===== src/rtl/spi_slave_frame_pkg.sv =====
`default_nettype none
// ============================================================================
//  Module      : spi_pkg
//  Description : Shared types and constants for the SPI frame slave and any
//                controller-side code talking to it.
//  Revision    : 1.0  initial release
// ============================================================================
package spi_pkg;

    localparam int SPI_BYTE_W          = 8;
    localparam int SPI_N_WORDS_DEFAULT = 4;

    typedef enum logic [1:0] {
        ST_IDLE   = 2'd0,
        ST_SHIFT  = 2'd1,
        ST_FINISH = 2'd2
    } spi_state_e;

endpackage
`default_nettype wire


===== src/rtl/spi_slave_frame_if.sv =====
`default_nettype none
// ============================================================================
//  Module      : spi_slave_frame_if
//  Description : SPI pins plus the parallel byte-side bus of the frame slave.
//                slave modport  : seen by spi_slave_frame
//                master modport : seen by the SPI master / byte-side user
//  Signals     : SCLK, MOSI, SS (active-low), MISO       - SPI mode 0 pins
//                tx_data[N_WORDS] / rx_data[N_WORDS]      - bytes, index 0 first
//                byte_valid, byte_count, frame_done,
//                overflow, frame_err                      - status
//  Revision    : 1.0  initial release
// ============================================================================
interface spi_slave_frame_if
    import spi_pkg::*;
#(
    parameter int N_WORDS = SPI_N_WORDS_DEFAULT
);

    logic [N_WORDS-1:0][SPI_BYTE_W-1:0] tx_data;
    logic [N_WORDS-1:0][SPI_BYTE_W-1:0] rx_data;
    logic                               byte_valid;
    logic [2:0]                         byte_count;
    logic                               frame_done;
    logic                               overflow;
    logic                               frame_err;
    logic                               SCLK;
    logic                               MOSI;
    logic                               SS;
    logic                               MISO;

    modport slave (
        input  tx_data, SCLK, MOSI, SS,
        output rx_data, byte_valid, byte_count, frame_done, overflow,
               frame_err, MISO
    );

    modport master (
        output tx_data, SCLK, MOSI, SS,
        input  rx_data, byte_valid, byte_count, frame_done, overflow,
               frame_err, MISO
    );

endinterface
`default_nettype wire


===== src/rtl/spi_slave_frame_sync.sv =====
`default_nettype none
// ============================================================================
//  Module      : spi_sync
//  Description : N-flop synchronizer for one asynchronous input bit.
//  Ports       : clk  - system clock
//                rst  - asynchronous active-low reset (loads RESET_VAL)
//                d_i  - asynchronous input
//                q_o  - synchronized output
//  Revision    : 1.0  initial release
// ============================================================================
module spi_sync #(
    parameter int   STAGES    = 2,
    parameter logic RESET_VAL = 1'b0
) (
    input  wire logic clk,
    input  wire logic rst,
    input  wire logic d_i,
    output logic      q_o
);

    // Fewer than two flops is not a synchronizer; clamp silently.
    localparam int DEPTH = (STAGES < 2) ? 2 : STAGES;

    logic [DEPTH-1:0] sync_q;

    always_ff @(posedge clk or negedge rst) begin
        if (!rst) begin
            sync_q <= {DEPTH{RESET_VAL}};
        end else begin
            sync_q <= {sync_q[DEPTH-2:0], d_i};
        end
    end

    assign q_o = sync_q[DEPTH-1];

endmodule
`default_nettype wire


===== src/rtl/spi_slave_frame.sv =====
`default_nettype none
// ============================================================================
//  Module      : spi_slave_frame
//  Description : SPI mode 0 (MSB first) slave capturing up to N_WORDS bytes
//                per SS-low frame and returning tx_data bytes on MISO.
//                All SPI pins are oversampled by clk (clk >= 8x SCLK).
//  Ports       : clk  - system clock
//                rst  - asynchronous active-low reset
//                bus  - spi_slave_frame_if.slave (SPI pins + byte bus)
//  Config      : SPI_SLAVE_FRAME_ERR_EN - when defined, frame_err pulses with
//                frame_done if SS rises in the middle of a byte; otherwise
//                frame_err is tied low.
//  Revision    : 1.0  initial release
// ============================================================================
module spi_slave_frame
    import spi_pkg::*;
#(
    parameter int SYNC_STAGES = 2,
    parameter int N_WORDS     = SPI_N_WORDS_DEFAULT
) (
    input  wire logic          clk,
    input  wire logic          rst,
    spi_slave_frame_if.slave   bus
);

    logic sclk_s, mosi_s, ss_s;

    spi_sync #(.STAGES(SYNC_STAGES), .RESET_VAL(1'b0)) u_sync_sclk (
        .clk (clk), .rst (rst), .d_i (bus.SCLK), .q_o (sclk_s)
    );
    spi_sync #(.STAGES(SYNC_STAGES), .RESET_VAL(1'b0)) u_sync_mosi (
        .clk (clk), .rst (rst), .d_i (bus.MOSI), .q_o (mosi_s)
    );
    spi_sync #(.STAGES(SYNC_STAGES), .RESET_VAL(1'b1)) u_sync_ss (
        .clk (clk), .rst (rst), .d_i (bus.SS), .q_o (ss_s)
    );

    // ------------------------------------------------------------------
    // Edge detection and post-reset arming.
    // The synchronizer reset value of SS is 1, so an SS pin already low at
    // reset release would look like a falling edge once the pipeline
    // flushes. ready_q marks when the synchronized value is real, and a
    // frame may only start after SS has been genuinely observed high.
    // ------------------------------------------------------------------
    logic                   sclk_dly_q;
    logic                   ss_dly_q;
    logic [SYNC_STAGES:0]   ready_q;
    logic                   armed_q;

    always_ff @(posedge clk or negedge rst) begin
        if (!rst) begin
            sclk_dly_q <= 1'b0;
            ss_dly_q   <= 1'b1;
            ready_q    <= '0;
            armed_q    <= 1'b0;
        end else begin
            sclk_dly_q <= sclk_s;
            ss_dly_q   <= ss_s;
            ready_q    <= {ready_q[SYNC_STAGES-1:0], 1'b1};
            if (ready_q[SYNC_STAGES] && ss_s) begin
                armed_q <= 1'b1;
            end
        end
    end

    logic w_sclk_rise, w_sclk_fall, w_ss_fall, w_ss_rise;

    assign w_sclk_rise =  sclk_s & ~sclk_dly_q;
    assign w_sclk_fall = ~sclk_s &  sclk_dly_q;
    assign w_ss_fall   = ~ss_s   &  ss_dly_q & armed_q;
    assign w_ss_rise   =  ss_s   & ~ss_dly_q;

    // ------------------------------------------------------------------
    // Datapath helpers
    // ------------------------------------------------------------------
    spi_state_e                         state_q;
    logic [2:0]                         byte_count_q;
    logic [2:0]                         bit_cnt_q;
    logic [SPI_BYTE_W-2:0]              rx_sr_q;
    logic [SPI_BYTE_W-1:0]              tx_sr_q;
    logic                               skip_fall_q;
    logic                               ovf_pend_q;
    logic                               overflow_q;
    logic                               byte_valid_q;
    logic                               frame_done_q;
    logic [N_WORDS-1:0][SPI_BYTE_W-1:0] rx_data_q;

    logic [SPI_BYTE_W-1:0] w_rx_byte;
    logic [SPI_BYTE_W-1:0] w_tx_next;
    logic                  w_room;

    assign w_rx_byte = {rx_sr_q, mosi_s};
    assign w_room    = (int'(byte_count_q) < N_WORDS);

    // Byte for the next slot; slots beyond N_WORDS return 0x00.
    always_comb begin
        w_tx_next = '0;
        for (int i = 0; i < N_WORDS; i++) begin
            if (int'(byte_count_q) + 1 == i) begin
                w_tx_next = bus.tx_data[i];
            end
        end
    end

    // ------------------------------------------------------------------
    // Frame FSM
    // ------------------------------------------------------------------
    always_ff @(posedge clk or negedge rst) begin
        if (!rst) begin
            state_q      <= ST_IDLE;
            byte_count_q <= '0;
            bit_cnt_q    <= '0;
            rx_sr_q      <= '0;
            tx_sr_q      <= '0;
            skip_fall_q  <= 1'b0;
            ovf_pend_q   <= 1'b0;
            overflow_q   <= 1'b0;
            byte_valid_q <= 1'b0;
            frame_done_q <= 1'b0;
            rx_data_q    <= '0;
        end else begin
            byte_valid_q <= 1'b0;
            frame_done_q <= 1'b0;

            case (state_q)
                ST_IDLE: begin
                    if (w_ss_fall) begin
                        state_q      <= ST_SHIFT;
                        byte_count_q <= '0;
                        bit_cnt_q    <= '0;
                        overflow_q   <= 1'b0;
                        ovf_pend_q   <= 1'b0;
                        skip_fall_q  <= 1'b0;
                        tx_sr_q      <= bus.tx_data[0];
                    end
                end

                ST_SHIFT: begin
                    // SS rising has priority over any coincident SCLK edge.
                    if (w_ss_rise) begin
                        state_q      <= ST_FINISH;
                        frame_done_q <= 1'b1;
                        overflow_q   <= ovf_pend_q;
                    end else if (w_sclk_rise) begin
                        rx_sr_q <= w_rx_byte[SPI_BYTE_W-2:0];
                        if (bit_cnt_q == 3'd7) begin
                            bit_cnt_q   <= '0;
                            // The fresh MSB must survive the falling edge
                            // that closes the current bit.
                            skip_fall_q <= 1'b1;
                            if (w_room) begin
                                for (int i = 0; i < N_WORDS; i++) begin
                                    if (byte_count_q == 3'(i)) begin
                                        rx_data_q[i] <= w_rx_byte;
                                    end
                                end
                                byte_valid_q <= 1'b1;
                                byte_count_q <= byte_count_q + 3'd1;
                                tx_sr_q      <= w_tx_next;
                            end else begin
                                ovf_pend_q <= 1'b1;
                                tx_sr_q    <= '0;
                            end
                        end else begin
                            bit_cnt_q <= bit_cnt_q + 3'd1;
                        end
                    end else if (w_sclk_fall) begin
                        if (skip_fall_q) begin
                            skip_fall_q <= 1'b0;
                        end else begin
                            tx_sr_q <= {tx_sr_q[SPI_BYTE_W-2:0], 1'b0};
                        end
                    end
                end

                ST_FINISH: begin
                    state_q <= ST_IDLE;
                end

                default: begin
                    state_q <= ST_IDLE;
                end
            endcase
        end
    end

`ifdef SPI_SLAVE_FRAME_ERR_EN
    // SS closing a frame with bits 1..7 of a byte already clocked.
    logic frame_err_q;

    always_ff @(posedge clk or negedge rst) begin
        if (!rst) begin
            frame_err_q <= 1'b0;
        end else begin
            frame_err_q <= (state_q == ST_SHIFT) && w_ss_rise && (bit_cnt_q != 3'd0);
        end
    end

    assign bus.frame_err = frame_err_q;
`else
    assign bus.frame_err = 1'b0;
`endif

    assign bus.rx_data    = rx_data_q;
    assign bus.byte_valid = byte_valid_q;
    assign bus.byte_count = byte_count_q;
    assign bus.frame_done = frame_done_q;
    assign bus.overflow   = overflow_q;
    assign bus.MISO       = ~ss_s & tx_sr_q[SPI_BYTE_W-1];

endmodule
`default_nettype wire

===== src/flat_wrapper.sv =====
// flat-port wrapper written by rule: the top's interface ports become plain ports
module spi_slave_frame_flat import spi_pkg::*;
#(
    parameter int SYNC_STAGES = 2,
    parameter int N_WORDS     = SPI_N_WORDS_DEFAULT
)
  (clk, rst, bus_tx_data, bus_SCLK, bus_MOSI, bus_SS, bus_rx_data, bus_byte_valid, bus_byte_count, bus_frame_done, bus_overflow, bus_frame_err, bus_MISO);
  spi_slave_frame_if #(.N_WORDS(N_WORDS)) bus_i ();
  input  wire logic clk;
  input  wire logic rst;
  input wire logic [$bits(bus_i.tx_data)-1:0] bus_tx_data;
  input wire logic [$bits(bus_i.SCLK)-1:0] bus_SCLK;
  input wire logic [$bits(bus_i.MOSI)-1:0] bus_MOSI;
  input wire logic [$bits(bus_i.SS)-1:0] bus_SS;
  output wire logic [$bits(bus_i.rx_data)-1:0] bus_rx_data;
  output wire logic [$bits(bus_i.byte_valid)-1:0] bus_byte_valid;
  output wire logic [$bits(bus_i.byte_count)-1:0] bus_byte_count;
  output wire logic [$bits(bus_i.frame_done)-1:0] bus_frame_done;
  output wire logic [$bits(bus_i.overflow)-1:0] bus_overflow;
  output wire logic [$bits(bus_i.frame_err)-1:0] bus_frame_err;
  output wire logic [$bits(bus_i.MISO)-1:0] bus_MISO;
  assign bus_i.tx_data = bus_tx_data;
  assign bus_i.SCLK = bus_SCLK;
  assign bus_i.MOSI = bus_MOSI;
  assign bus_i.SS = bus_SS;
  assign bus_rx_data = bus_i.rx_data;
  assign bus_byte_valid = bus_i.byte_valid;
  assign bus_byte_count = bus_i.byte_count;
  assign bus_frame_done = bus_i.frame_done;
  assign bus_overflow = bus_i.overflow;
  assign bus_frame_err = bus_i.frame_err;
  assign bus_MISO = bus_i.MISO;
  spi_slave_frame #(.SYNC_STAGES(SYNC_STAGES), .N_WORDS(N_WORDS)) u_core (.clk(clk), .rst(rst), .bus(bus_i));
endmodule

===== config.mk =====
export PLATFORM = sky130hd
export DESIGN_NAME = spi_slave_frame_flat
export DESIGN_NICKNAME = d
export VERILOG_FILES = /design/src/rtl/spi_slave_frame_pkg.sv /design/src/rtl/spi_slave_frame_if.sv /design/src/rtl/spi_slave_frame_sync.sv /design/src/rtl/spi_slave_frame.sv /design/src/flat_wrapper.sv
export SDC_FILE = /design/constraint.sdc
export NUM_CORES = 1
export LEC_CHECK = 0
export BUFFER_PORTS_ARGS = -buffer_cell sky130_fd_sc_hd__clkbuf_2
export CORE_MARGIN = 2
export CORE_UTILIZATION = 40
export CTS_CLUSTER_SIZE = 12
export DETAILED_ROUTE_END_ITERATION = 16
export PLACE_DENSITY = 0.7
export SLEW_MARGIN = 10
export SYNTH_ARGS = -nofsm -noshare
export SYNTH_HDL_FRONTEND = slang
export SYNTH_SLANG_ARGS = --single-unit

===== constraint.sdc =====
create_clock -name clk -period 3.5 [get_ports clk]
set_clock_uncertainty 0.15 [all_clocks]
set_input_delay 0.175 -clock clk [delete_from_list [all_inputs] [get_ports clk]]
set_output_delay 0.175 -clock clk [all_outputs]
set_load 0.02 [all_outputs]

* After elaboration in Yosys (flattened, before gate mapping)
Cells that the tools add are included.
** Storage, ports and cells
- Register bits :: 72
- Input port bits :: 37
- Output and inout bits :: 40
- Word-level logic and storage cells :: 116
** Cells by class
- Add/subtract/negate cells :: 3
- Order comparisons :: 1
- Equality and inequality tests :: 18
- Multiplexer cells :: 45
- Bitwise operators :: 11
- Reductions and logical operators :: 17
** Operator list (number)
- $mux W8 :: 11
- $eq A32 B3 Y1 const B :: 2
- $reduce_and A6 Y1 :: 7
- $eq A32 B2 Y1 const B :: 1
- $logic_not A32 Y1 :: 1
- $mux W3 :: 8
- $mux W1 :: 17
- $pmux W8 S2 :: 1
- $pmux W3 S2 :: 2
- $ne A2 B1 Y1 const B :: 5
- $add A3 B1 Y3 const B :: 2
- $and A1 B1 Y1 :: 6
- $eq A3 B2 Y1 const B :: 2
- $pmux W1 S2 :: 3
- $reduce_and A3 Y1 :: 2
- $not A1 Y1 :: 5
- $reduce_and A5 Y1 :: 1
- $add A3 B1 Y4 const B :: 1
- $mux W2 :: 2
- $ne A2 B2 Y1 const B :: 2
- $pmux W2 S2 :: 1
- $reduce_and A4 Y1 :: 1
- $eq A3 B1 Y1 const B :: 1
- $eq A3 B3 Y1 const B :: 1
- other kinds (10) :: 10

* Longest topological paths before layout
Gate-level depths: netlist of run 1.
- Depth in word-level cells :: 11
- Gate-level depth with buffers :: 7
- Mapped depth without buffers :: 7

* Hierarchy
From an unflattened synthesis of run 1, not the netlist that was laid out.
** Unflattened totals
- Cells, all modules :: 274
- Area total of the unflattened synthesis :: 3399.5 um^2
** Modules (own cells, without submodules)
- spi_slave_frame :: times used 1, cells each 268, area an instance 3246.9 um^2, seq. area each 1652.8 um^2
- spi_sync (u_core.u_sync_mosi ...) :: times used 2, cells each 2, area an instance 50.0 um^2, seq. area each 50.0 um^2
- spi_sync (u_core.u_sync_ss) :: times used 1, cells each 2, area an instance 52.6 um^2, seq. area each 52.6 um^2

* Worst setup path before layout of run 1
No wires, ideal clock.
- Path kind :: flip-flop to flip-flop
- Start point :: register u_core.byte_count_q[1], in the netlist u_core.bus.byte_count[1]
- End point :: register u_core.tx_sr_q[0]
- Setup time :: 0.124 ns
- Data arrival time :: 1.743 ns
- Required time :: 3.226 ns
- Slack :: 1.483 ns
- Cell stages (with the launch flop) :: 7
- Buffers on the path :: 1
- Clock period less this slack :: 2.017 ns
- Cell sequence :: dfrtp_1 > inv_1 > ha_1 > clkbuf_1 > nor2_1 > a2111oi_0 > a211o_1
** Between the ends
- Word-level cells in the longest chain between the ends :: 11
- Elaborated cells between the ends (all ways) :: 15
- Those cells by class :: add/sub (1); order compare (1); eq/ne (3); mux (9); reduce/logical (1)
** RTL lines
- start, declared :: RTL line spi_slave_frame.sv:77 : logic [2:0] byte_count_q;
- start signal, assigned :: RTL line spi_slave_frame.sv:158 : byte_count_q <= byte_count_q + 3'd1;
- $add A3 B1 Y4 :: RTL line spi_slave_frame.sv:99 : if (int'(byte_count_q) + 1 == i) begin
- $logic_not A32 Y1 :: RTL line spi_slave_frame.sv:99
- $mux W8 (4 in series) :: RTL line spi_slave_frame.sv:99
- $mux W8 (*) :: RTL line spi_slave_frame.sv:151 : if (w_room) begin
- $mux W8 (*) :: RTL line spi_slave_frame.sv:146 : if (bit_cnt_q == 3'd7) begin
- $mux W8 (*) :: RTL line spi_slave_frame.sv:144 : end else if (w_sclk_rise) begin
- $mux W8 (*) :: RTL line spi_slave_frame.sv:140 : if (w_ss_rise) begin
- $pmux W8 S2 (*) :: RTL line spi_slave_frame.sv:125 : case (state_q)
- end signal, assigned :: RTL line spi_slave_frame.sv:134 : tx_sr_q <= bus.tx_data[0];
- end signal, assigned :: RTL line spi_slave_frame.sv:159 : tx_sr_q <= w_tx_next;
- end signal, assigned :: RTL line spi_slave_frame.sv:171 : tx_sr_q <= {tx_sr_q[SPI_BYTE_W-2:0], 1'b0};
- end, declared :: RTL line spi_slave_frame.sv:80 : logic [SPI_BYTE_W-1:0] tx_sr_q;
Every way passes the cells marked *; elsewhere a longest branch is shown, timed or not. The select of a mux whose other input is x is not followed.
A chain may end at the register's enable or synchronous reset.

* Worst setup path after layout of run 1
- Start point :: register u_core.bit_cnt_q[0]
- End point :: register u_core.rx_data_q (netlist bit u_core.bus.rx_data[10])
** Between the ends
- Word-level cells in the longest chain between the ends :: 2
** RTL lines
- start, declared :: RTL line spi_slave_frame.sv:78 : logic [2:0] bit_cnt_q;
- start signal, assigned :: RTL line spi_slave_frame.sv:165 : bit_cnt_q <= bit_cnt_q + 3'd1;
- $eq A3 B3 Y1 :: RTL line spi_slave_frame.sv:146
- $reduce_and A6 Y1 (no source line)
- end signal, assigned by index :: RTL line spi_slave_frame.sv:154 : rx_data_q[i] <= w_rx_byte;
- end, declared :: RTL line spi_slave_frame.sv:86 : logic [N_WORDS-1:0][SPI_BYTE_W-1:0] rx_data_q;
No other way between the ends.

==> flow_metrics.py, run 1 <==
metrics = {
    "status": {
        "status": "complete, no violations",
    },
    "finish": {
        "layout_commonest_cell": "clkbuf_2",
        "final_cell_area_sq_um": 3990,
        "fillers": 732,
        "synthToLayoutAreaGrowth_pct": 22.0,
        "drive_gt1_share_pct": 43.8,
        "diodes": 0,
        "mostFrequentLayoutCells": "clkbuf_2, dfrtp_1, mux2_2, clkbuf_8",
        "layout.nets": 376,
    },
    "routing": {
        "drc": 0,
        "routed_wl_microns": 7040,
        "drt_iter0_markers": 73,
        "ant_nets": 0,
        "wl_per_cell_microns": 16.1,
        "routed_via_density": 5.20,
        "vias": 2276,
        "dr.pass1.iters": 4,
    },
    "place": {
        "place_hpwl_microns": 5180,
        "io_buffers": 75,
        "place_area_sq_um": 3740,
        "globalplace.congestion": 0.817,
    },
    "die": {
        "die_y_microns": 94.4,
        "dieArea_sq_um": 8920,
        "rows": 32,
        "io_pins": 77,
        "core_sq_um": 7810,
        "start_util_pct": 41.9,
        "die_w_microns": 94.4,
    },
    "synthesis": {
        "synth_top_cell_by_area": "dfrtp_1",
        "synth_area_sq_um": 3270,
        "synth_top_cell_area_share_pct": 52.8,
        "syn_nets": 294,
        "ys_ff_latch": 72,
        "yosys_warnings": 0,
        "syn_area_per_cell_sq_um": 13.1,
        "syn_inst": 249,
        "synth_area_leaders": "dfrtp_1, mux2_2, ha_1, dfstp_2, mux2i_1",
        "yosys.cell_types.count": 50,
        "yosysSeqAreaShare_pct": 55.2,
    },
    "cts": {
        "path_clk_slew_ns": 0.08,
        "cts_resized": 0,
        "cts_tree": "built",
        "clk_latency_ns": 0.34,
        "cts_buffers": 9,
        "cts_buffer_depth": 2,
        "clockRootBuffer": "clkbuf_8",
        "cts_sinks": 72,
        "cts_htree_levels": 3,
    },
    "setup_path": {
        "crit_arrival_ns": 2.33,
        "r2r_start": "u_core.bit_cnt_q[0]$_DFFE_PN0P_",
        "crit_type": "register to register",
        "r2r.worst_path.cells": 7,
        "worstSetupEndpointType": "register",
        "r2r-end": "u_core.bus.rx_data[10]$_DFFE_PN0P_",
        "crit_required_ns": 3.58,
        "r2r_slack_ns": 1.25,
        "worstPathMaxFanout": 13,
        "startpoint_type": "register",
    },
    "sta": {
        "fin_crit_ns": 2.25,
        "max_slew_margin_pct": 60.5,
        "setup_viol": 0,
        "fmax_ghz": 0.445,
        "final.setup.tns_ns": 0,
        "period_share_pct": 64.2,
        "hold_violations": 0,
        "worst_pin_slew_ns": 0.589,
        "rsz0062_at_grt": "no",
        "drv_slew": 0,
    },
    "pwr": {
        "p_leak_nw": 2.00,
        "total_power_mw": 1.93,
        "comb_power_share_pct": 11.8,
        "seqPwrFrac_pct": 51.8,
        "switchingPower_uw": 502,
        "p_int_mw": 1.43,
        "clock_power_share_pct": 36.4,
        "power.density_nw_per_um2": 484,
        "vdd_drop_max_v": 0.000307,
        "swShare_pct": 26.0,
    },
    "hold_path": {
        "min-delay-start": "bus_tx_data[22]",
        "hold_path.class": "primary input to register",
        "hold-path-endpoint": "u_core.tx_sr_q[6]$_DFFE_PN0P_",
        "min_path_cells": 3,
    },
    "global_route": {
        "grt_max_degree": 32,
        "grt_pass1_wl_microns": 11500,
        "antenna_found_initial": 0,
        "grt_overflow_total": 0,
        "grt_pass1_vias": 2269,
        "track_usage_pct": 16.9,
    },
    "job": {
        "drv_cap": 0,
    },
}
## what timing repair did
action / in CTS / in global routing
buffers inserted: 0 / 0
hold buffers: 4 / 0
setup endpoints to repair: 0 / 0
endpoints found under the hold margin: 72 / 0
## synth_stat cells (all sizes together)
library cell	n
a211o	2
mux2i	7
nor2	6
a21o	1
and3b	7
or2b	1
a211oi	2
o21ai	4
dfstp	3
o41a	1
mux2	39
o221ai	1
o211ai	7
inv	7
buf	5
and2b	3
nand3	2
a2111oi	1
nand2b	8
nor3b	1
nand3b	2
conb	2
nor3	1
nand4	1
a2111o	6
a22oi	7
o21a	1
and3	1
nor4b	1
a31oi	1
dfrtp	69
nor2b	1
a21boi	1
nand2	11
or3	4
a21oi	8
a22o	3
clkbuf	5
o31ai	8
ha	8
## worst max-delay path, cell delays in order (launching register included)
cell	delay, ns
dfrtp_1	0.40
ha_1	0.20
ha_1	0.27
and2b_1	0.22
nand4_4	0.19
inv_2	0.11
nand2_2	0.23
mux2_2	0.37
## per-stage QoR
step / worst slack (ns) / util (%) / hold slack, ns / cells
2_1_floorplan: 1.48 / - / -0.271 / 249
3_3_place_gp: 1.30 / 47.9 / -0.0816 / 418
3_5_place_dp: 1.23 / 47.9 / -0.0825 / 418
4_1_cts: 1.23 / 51.1 / 0.0180 / 438
5_1_grt: 1.11 / 51.1 / 0.0245 / 438
6_report: 1.25 / 51.1 / 0.0359 / 438
## power groups by stage
| stage | sequential (mW) | clock (mW) | combinational, mW |
|---|---|---|---|
| after floorplan | 0.990 | 0 | 0.156 |
| after global placement | 1.01 | 0 | 0.220 |
| after detailed placement | 1.02 | 0 | 0.226 |
| after CTS | 1.00 | 0.717 | 0.232 |
| after global routing | 1.02 | 0.756 | 0.255 |
| final | 1.00 | 0.704 | 0.228 |
## worst max path at each step
stage / from / to / slack (ns) / cells after the start
6_report: u_core.bit_cnt_q[0]$_DFFE_PN0P_ / u_core.bus.rx_data[10]$_DFFE_PN0P_ / 1.25 / 7
5_1_grt: u_core.bit_cnt_q[0]$_DFFE_PN0P_ / u_core.bus.rx_data[3]$_DFFE_PN0P_ / 1.11 / 7
4_1_cts: u_core.bit_cnt_q[0]$_DFFE_PN0P_ / u_core.bus.rx_data[3]$_DFFE_PN0P_ / 1.23 / 7
3_5_place_dp: u_core.bit_cnt_q[0]$_DFFE_PN0P_ / u_core.bus.rx_data[3]$_DFFE_PN0P_ / 1.23 / 7
3_3_place_gp: u_core.bit_cnt_q[0]$_DFFE_PN0P_ / u_core.bus.rx_data[19]$_DFFE_PN0P_ / 1.30 / 7
2_1_floorplan: u_core.bus.byte_count[1]$_DFFE_PN0P_ / u_core.tx_sr_q[0]$_DFFE_PN0P_ / 1.48 / 6
## area by class of cell
class	instances	area, sq um	share of cell area, %
sequential	72	1810	45.3
multi-input combinational	160	1390	34.8
timing repair buffer	81	430	10.8
clock buffer	11	131	3.29
tap	102	128	3.20
clock inverter	5	81.3	2.04
inverter	7	26.3	0.659
## flip-flops by register name (all words and copies together) (netlist names), 2 cells and up
signal                     cells
u_core.rx_sr_q                 7
u_core.u_sync_mosi.sync_q      2
u_core.bit_cnt_q               3
u_core.ready_q                 3
u_core.u_sync_ss.sync_q        2
u_core.bus.rx_data            32
u_core.bus.byte_count          3
u_core.state_q                 2
u_core.tx_sr_q                 8
u_core.u_sync_sclk.sync_q      2
## per-layer routing
metal	up-vias	part of all wire, %	track usage (%)	wire length, microns
li1	1081	-	-	-
met1	1111	46	23.0	3210
met2	73	46	26.2	3250
met3	11	6.7	4.15	469
met4	0	1.5	6.88	105
met5	-	0	0	0
## cell families (layout without fill, tap and decap cells)
group | Yosys count | in the layout | synth area share, %
other | 2 | 2 | 0.230
DFF | 72 | 72 | 55.2
muxes | 46 | 46 | 15.6
and+or+nand+nor | 50 | 50 | 10.4
adders and majority gates | 8 | 8 | 3.06
buffers and inverters | 17 | 104 | 2.41
AOI/OAI and AO/OA | 54 | 54 | 13.2
(Power assumes the default switching activity.)
==> run 2, diff against run 1 <==
ABC_AREA = 1   (was unset)
PLACE_DENSITY = 0.72   (was 0.7)
clock period = 2 ns   (was 3.5 ns; I/O delays follow)
==> flow_metrics.py, run 2 <==
metrics = {
    "setup_path": {
        "crit_top_cell": "nand2_1",
        "critPathLaunch": "u_core.bus.byte_count[0]$_DFFE_PN0P_",
        "crit_type": "register to register",
        "worstSetupEndpointType": "register",
        "worstPathMaxFanout": 25,
        "crit_required_ns": 2.10,
        "startpoint_type": "register",
        "r2r-end": "u_core.tx_sr_q[0]$_DFFE_PN0P_",
        "r2r_start": "u_core.bus.byte_count[0]$_DFFE_PN0P_",
        "path_cells": "ha_1, ha_1, buf_8, nand4_1, nand2_1, nand2_1, nand2_1, nand2_1, a21oi_1",
        "r2r_slack_ns": 0.12,
        "r2r.worst_path.cells": 9,
        "cp_slowest_stage_delay_ns": 0.41,
        "slowest_stage": "dfrtp_2",
        "crit_arrival_ns": 1.98,
    },
    "sta": {
        "holdWs_ns": 0.00861,
        "period_share_pct": 93.8,
        "drv_slew": 0,
        "hold_violations": 0,
        "fin_crit_ns": 1.88,
        "rsz0062_at_grt": "no",
        "setup_viol": 0,
        "fmax_ghz": 0.533,
    },
    "global_route": {
        "grt_overflow_total": 0,
        "grt_pass1_wl_microns": 13900,
        "grt_pass1_vias": 2837,
        "grt_max_degree": 41,
        "antenna_found_initial": 0,
        "track_usage_pct": 18.2,
    },
    "synthesis": {
        "syn_inst": 412,
        "synth-xor-area-share_pct": 0,
        "synth_area_leaders": "dfrtp_1, nand2_1, inv_1, nand4_1, o21ai_0",
        "synth_compound_area_share_pct": 11.3,
        "synth_edf_count": 0,
        "synth.top_cells.by_count": "nand2_1, dfrtp_1, inv_1",
        "ys_ff_latch": 72,
        "muxShareOfSynthArea_pct": 0,
        "synth_ff_type": "dfrtp_1",
        "synth_top_family_by_area": "simple AND/OR/NAND/NOR gates",
        "synth_top_cell_by_area": "dfrtp_1",
        "yosysMostFrequentCell": "nand2_1",
        "syn_nets": 457,
        "yosys.cell_types.count": 29,
        "synth_adder_area_share_pct": 2.91,
        "synth-simple-area-share_pct": 23.1,
        "yosysSeqAreaShare_pct": 52.5,
        "synth_top_cell_area_share_pct": 50.3,
        "synth_area_sq_um": 3440,
        "yosys_warnings": 0,
        "syn_area_per_cell_sq_um": 8.34,
        "synthArstFlopShare_pct": 100,
    },
    "finish": {
        "fin_cells": 614,
        "layout_commonest_cell": "nand2_1",
        "multi_input_area_sq_um": 1310,
        "synthToLayoutAreaGrowth_pct": 25.7,
        "layout.area.seq_sq_um": 1810,
        "fillers": 768,
        "layout.nets": 549,
        "drive_gt1_share_pct": 25.9,
        "largest_reg_flops": 32,
        "mostFrequentLayoutCells": "nand2_1, clkbuf_2, dfrtp_1, inv_1, nor2_1",
        "diodes": 0,
        "final_cell_area_sq_um": 4320,
        "final_util_pct": 52.3,
    },
    "routing": {
        "dr.pass1.iters": 4,
        "wl_per_cell_microns": 13.3,
        "routed_via_density": 4.86,
        "drt_iter0_markers": 177,
        "drc": 0,
        "vias": 2984,
        "routed_wl_microns": 8170,
        "ant_nets": 0,
    },
    "pwr": {
        "vdd_drop_max_v": 0.000644,
        "p_leak_nw": 2.35,
        "total_power_mw": 3.75,
        "power.density_nw_per_um2": 869,
    },
    "status": {
        "status": "complete, no violations",
    },
    "cts": {
        "cts_htree_levels": 3,
        "cts_sinks": 72,
        "path_clk_slew_ns": 0.08,
        "cts_tree": "built",
        "cts_buffer_depth": 2,
        "cts_buffers": 9,
        "clk_latency_ns": 0.34,
        "clockRootBuffer": "clkbuf_8",
    },
    "hold_path": {
        "min-delay-start": "bus_tx_data[25]",
        "hold-path-endpoint": "u_core.tx_sr_q[1]$_DFFE_PN0P_",
        "hold_path.class": "primary input to register",
        "min_path_cells": 5,
    },
    "place": {
        "io_buffers": 75,
        "place_area_sq_um": 3980,
        "place_hpwl_microns": 5840,
        "dp.cells": 589,
        "globalplace.congestion": 0.863,
    },
    "die": {
        "io_pins": 77,
        "core_sq_um": 8260,
        "die_w_microns": 96.7,
        "die_y_microns": 96.7,
        "start_util_pct": 41.6,
        "dieArea_sq_um": 9350,
        "rows": 33,
    },
    "job": {
        "drv_cap": 0,
    },
}
run 2: changes by cell type after synthesis, moves of 20 or more:
| cell | change |
|---|---|
| nand4_1 | +25 |
| mux2_2 | -38 |
| o21ai_1 | +24 |
| o21ai_0 | +20 |
| inv_1 | +57 |
| nor2_1 | +25 |
| nand2_1 | +93 |
run 2: kinds of logic (layout without fill, tap and decap cells):
logic type               count (synthesis)  count (layout)
AND/OR/NAND/NOR                        172             173
buffers and inverters                   83             179
AO/OA/AOI/OAI                           75              75
flip-flops                              72              72
adder cells (fa/ha/maj)                  8               8
other                                    2               2
run 2: cell type report:
| cell class | count | share of cell area (%) |
|---|---|---|
| sequential | 72 | 41.9 |
| clock inverter | 6 | 2.09 |
| clock buffer | 10 | 3.19 |
| multi-input combinational | 258 | 30.3 |
| timing repair buffer | 98 | 13.8 |
| tap | 105 | 3.04 |
| inverter | 65 | 5.68 |
run 2: per-stage QoR:
stage,setup slack [ns],TNS [ns]
finish,0.123,0
detailed placement,-0.00718,-0.00718
global route,0.00331,0
floorplan,0.00544,0
CTS,0.0480,0
global placement,0.0759,0
run 2: worst max-delay path, delay by kind of cell (launching register included):
family,cells,cell delay (ns)
buffers and inverters,1,0.19
adder cells (fa/ha/maj),2,0.52
AND/OR/NAND/NOR,5,0.37
flip-flops,1,0.41
AO/OA/AOI/OAI,1,0.14
run 2: worst max path at each step:
stage,to,depth (start not counted)
2_1_floorplan,u_core.tx_sr_q[6]$_DFFE_PN0P_,10
3_3_place_gp,u_core.tx_sr_q[3]$_DFFE_PN0P_,9
3_5_place_dp,u_core.tx_sr_q[0]$_DFFE_PN0P_,9
4_1_cts,u_core.bus.rx_data[28]$_DFFE_PN0P_,8
5_1_grt,u_core.tx_sr_q[1]$_DFFE_PN0P_,9
6_report,u_core.tx_sr_q[0]$_DFFE_PN0P_,9
run 2: metal layers:
| metal | global-route usage, % | part of all wire, % | wire length [microns] |
|---|---|---|---|
| met5 | 0 | 0 | 0 |
| met4 | 5.85 | 2.0 | 165 |
| met3 | 4.48 | 7.7 | 632 |
| met2 | 27.3 | 46 | 3750 |
| met1 | 26.0 | 44 | 3620 |
run 2: what timing repair did:
item	CTS	global route
gates resized for setup	1	5
cloned	0	1
endpoints found under the setup margin	2	15
buffers inserted	0	1
pin swaps	0	3
hold buffers	7	0
hold endpoints to repair	74	0
run 2: power by group:
part           total (mW)  leakage [nW]  internal (mW)  switching [mW]
combinational       0.740          1.31          0.256           0.484
clock                1.30         0.113          0.741           0.561
sequential           1.71         0.933           1.64          0.0762
